**config.mk**
```make
export PLATFORM = sky130hd
export DESIGN_NAME = cic_integrator
export DESIGN_NICKNAME = d
export VERILOG_FILES = /design/src/rtl/cic_pkg.sv /design/src/rtl/cic_integrator_stage.sv /design/src/rtl/cic_integrator.sv
export SDC_FILE = /design/constraint.sdc
export NUM_CORES = 1
export LEC_CHECK = 0
export CORE_UTILIZATION = 40
export CTS_BUF_LIST = sky130_fd_sc_hd__clkbuf_8
export CTS_CLUSTER_DIAMETER = 150
export DETAILED_ROUTE_END_ITERATION = 8
export PLACE_DENSITY = 0.67
export SYNTH_ARGS = -nofsm -noshare
export SYNTH_HDL_FRONTEND = slang
export SYNTH_HIERARCHICAL = 1
export SYNTH_SLANG_ARGS = --single-unit
```
**constraint.sdc**
```tcl
create_clock -name clk -period 4.5 [get_ports clk]
set_input_delay 0.9 -clock clk [delete_from_list [all_inputs] [get_ports clk]]
set_output_delay 0.9 -clock clk [all_outputs]
set_load 0.1 [all_outputs]
```
**src/rtl/cic_pkg.sv**
```systemverilog
// Shared CIC definitions: default sample width and the signed sample type
// used across the comb, upsampler and integrator blocks.
package cic_pkg;

  localparam int CIC_DATA_W = 32;
  localparam int CIC_MAX_STAGES = 8;

  typedef logic signed [CIC_DATA_W-1:0] cic_sample_t;

endpackage

```
**src/rtl/cic_integrator_stage.sv**
```systemverilog
// One CIC integrator: a registered accumulator, acc <= acc + in, wrapping
// modulo 2^DATA_W. The output is taken straight from the register.
module cic_integrator_stage
  import cic_pkg::*;
#(
  parameter int DATA_W = CIC_DATA_W
) (
  input  logic                     clk,
  input  logic                     rst,
  input  logic signed [DATA_W-1:0] in,
  output logic signed [DATA_W-1:0] out
);

  logic signed [DATA_W-1:0] acc_reg;

  // Carry-out is deliberately dropped: CIC growth cancels modulo 2^DATA_W.
  always_ff @(posedge clk or posedge rst) begin
    if (rst) begin
      acc_reg <= '0;
    end else begin
      acc_reg <= acc_reg + in;
    end
  end

  assign out = acc_reg;

endmodule

```
**src/rtl/cic_integrator.sv**
```systemverilog
// Integrator section of a CIC interpolator: STAGES accumulators chained
// output-to-input, one sample per clock at the high rate.
module cic_integrator
  import cic_pkg::*;
#(
  parameter int DATA_W = CIC_DATA_W,
  parameter int STAGES = 1
) (
  input  logic                     clk,
  input  logic                     rst,
  input  logic signed [DATA_W-1:0] d_in,
  output logic signed [DATA_W-1:0] d_out
);

  // chain[k] is the input of stage k; chain[STAGES] is the last register.
  logic signed [DATA_W-1:0] chain [STAGES+1];

  assign chain[0] = d_in;

  generate
    for (genvar gi = 0; gi < STAGES; gi++) begin : g_stage
      cic_integrator_stage #(
        .DATA_W(DATA_W)
      ) u_stage (
        .clk(clk),
        .rst(rst),
        .in (chain[gi]),
        .out(chain[gi+1])
      );
    end
  endgenerate

  assign d_out = chain[STAGES];

endmodule

```
==> results.sh <==
export IMPL_outcome="complete, no violations"
export IMPL_cts_hold_buf=0
export IMPL_finalHoldViolCount=0
export IMPL_ys_seq_area_frac=0.281
export IMPL_htree_levels=2
export IMPL_cp_cell_instances="clkdlybuf4s50_1, ha_1, fa_1, a21o_1, a311oi_1, or4_4, a2111oi_4, or4_1, nand3_1"
export IMPL_cts_sinks=32
export IMPL_report_final_slew_viol_count=0
export IMPL_area_delta_synth_final_pct=28.1
export IMPL_drt_iter0_drc=141
export IMPL_drc=0
export IMPL_worstReg2RegStart="g_stage[0].u_stage/out[0]$_DFF_PP0_"
export IMPL_post_cts_setup_buffer_count=0
export IMPL_grt_antenna_before_repair=0
export IMPL_critical_path_endpoint_type="flop"
export IMPL_maxCapViolCount=0
export IMPL_hpwlAfterDp_mm=5.31
export IMPL_min_period_over_period=0.724
export IMPL_crit_path_max_fanout=4
export IMPL_layout_cell_area_non_filler_mm2=0.00365
export IMPL_dominantRegCellSynth="dfrtp_1"
export IMPL_viasPerCell=5.43
export IMPL_buffer_ports_inserted=65
export IMPL_largest_reg_flops=32
export IMPL_rsz_0062_raised_after_global_routing="false"
export IMPL_worst_setup_path_start_kind="input port"
export IMPL_dominant_cell_type_by_area_after_synthesis="dfrtp_1"
export IMPL_timing_setup_critical_path_class="input port to flop"
export IMPL_clock_path_buffers=2
export IMPL_synth_warnings=6
export IMPL_setup_tns_ps=0
export IMPL_synthTopCellsByArea="dfrtp_1, ha_1, a21oi_1, xnor2_1, a21o_1"
export IMPL_placementRows=30
export IMPL_nets=437
export IMPL_synth_area_per_cell_um2=9.25
export IMPL_wire_length_of_the_first_global_routing_pass_mm=11.2
export IMPL_drt_wl_total_mm=6.77
export IMPL_timing_critical_path_slowest_stage_cell="or4_1"
export IMPL_max_freq_mhz=307
export IMPL_firstDrtPassIters=5
export IMPL_num_io_pins=66
export IMPL_worst_endpoint_arrival_ps=3490
export IMPL_initial_utilization=0.417
export IMPL_final_core_utilization=0.534
export IMPL_postSynthCellCount=308
export IMPL_maxSlewHeadroom=0.336
export IMPL_synthMostInstantiatedCell="dfrtp_1"
export IMPL_syn_area_mm2=0.00285
export IMPL_hold_path_class="flop to flop"
export IMPL_critPathRequiredTime_ps=4730
export IMPL_synthDistinctLibCells=67
export IMPL_synth_async_reset_ratio=1.00
export IMPL_grt_start_max_net_pins=33
export IMPL_cts_root_buf="clkbuf_8"
export IMPL_synth_top_cells_by_count="dfrtp_1, ha_1, a21oi_1"
export IMPL_final_antenna_net_count=0
export IMPL_grt_overflow=0
export IMPL_die_width_um=86.4
export IMPL_height_of_the_die_um=86.4
export IMPL_min_delay_src="g_stage[0].u_stage/out[0]$_DFF_PP0_"
export IMPL_final_layout_size_suffix_gt1_frac=0.0591
export IMPL_diodes=0
export IMPL_timing_critical_path_from="d_in[0]"
export IMPL_worst_slew_pin_transition_ps=994
export IMPL_dieArea_mm2=0.00747
export IMPL_yosys_register_bits=32
export IMPL_grt_pass1_vias=2379
export IMPL_mappedNetlistNets=374
export IMPL_synth_edff_count=0
export IMPL_coreArea_mm2=0.00683
export IMPL_cts_tree="built"
export IMPL_critPathMaxStageDelay_ps=520
export IMPL_postCtsResizedCells=0
export IMPL_final_setup_skew_ps=9.29
export IMPL_routed_via_count=2539
export IMPL_gp_routability_congestion=0.812
export IMPL_placedInstanceArea_mm2=0.00354
export IMPL_avgRoutedWirePerCell_um=14.5
export IMPL_timing_final_setup_violations=0
export IMPL_grt_usage=0.191
export IMPL_layout_min_cycle_time_ps=3260
export IMPL_cts_made_buffers=5
export IMPL_netlist_area_leader_share=0.281
export IMPL_cts_clk_pin_slew_worst_paths_ps=70
export IMPL_skew_pair_late_insertion_delay_ps=290
## layout make-up
type | count | area (um^2)
Multi-Input combinational cell | 254 | 1920
Fill cell | 659 | 3180
Inverter | 12 | 45.0
Clock inverter | 3 | 38.8
Tap cell | 96 | 120
Timing Repair Buffer | 66 | 658
Sequential cell | 32 | 801
Clock buffer | 5 | 68.8
## final timing paths
kind,depth (start not counted),to,slack [ps]
max,9,g_stage[0].u_stage/out[26]$_DFF_PP0_,1240
min,1,g_stage[0].u_stage/out[0]$_DFF_PP0_,510
max reg2reg,8,g_stage[0].u_stage/out[26]$_DFF_PP0_,1900
min reg2reg,1,g_stage[0].u_stage/out[0]$_DFF_PP0_,510
max in group asynchronous,3,g_stage[0].u_stage/out[21]$_DFF_PP0_,3170
min in group asynchronous,3,g_stage[0].u_stage/out[25]$_DFF_PP0_,1020
## critical path: cells and delay by family
family                   cells  cell delay, ps
buffers and inverters        1             400
adder cells (fa/ha/maj)      2             660
AO/OA/AOI/OAI                3             680
AND/OR/NAND/NOR              3             840
## through the flow
| stage | worst slack [ps] | hold slack (ps) | std cells |
|---|---|---|---|
| finish | 1240 | 508 | 468 |
| global route | 1110 | 536 | 468 |
| CTS | 1250 | 514 | 468 |
| detailed placement | 946 | 497 | 460 |
| global placement | 1000 | 495 | 460 |
| floorplan | 1530 | 1020 | 308 |
## routing by layer
layer / vias to the layer above / part of all wire / track usage
met5: - / 0 / 0
met4: 0 / 0.014 / 0.0561
met3: 9 / 0.044 / 0.0343
met2: 59 / 0.45 / 0.302
met1: 1160 / 0.49 / 0.267
li1: 1311 / - / -
## kinds of logic (layout without fill, tap and decap cells)
group / count (synthesis) / count (layout) / share of synthesized area
DFF: 32 / 32 / 0.281
xor gates and xnor gates: 23 / 23 / 0.0707
AOI/OAI and AO/OA: 107 / 107 / 0.276
buffers and inverters: 22 / 86 / 0.0457
adders and majority gates: 32 / 32 / 0.143
and+or+nand+nor: 87 / 87 / 0.166
muxes: 5 / 5 / 0.0180
## layout by cell type (no fill, tap or decap), types with 6 or more instances in the layout
cell / instances
clkdlybuf4s50_1: 65
inv_1: 13
ha_1: 31
xnor2_1: 13
a21oi_1: 28
nor2_1: 20
xor2_1: 10
o21ai_0: 11
nand3_1: 8
dfrtp_1: 32
a21o_1: 14
nand2_1: 20
a211oi_1: 6
Power is left out: the tool's default activity adds up to more than one toggle a clock period on the data nets, which glitch-free logic cannot reach.
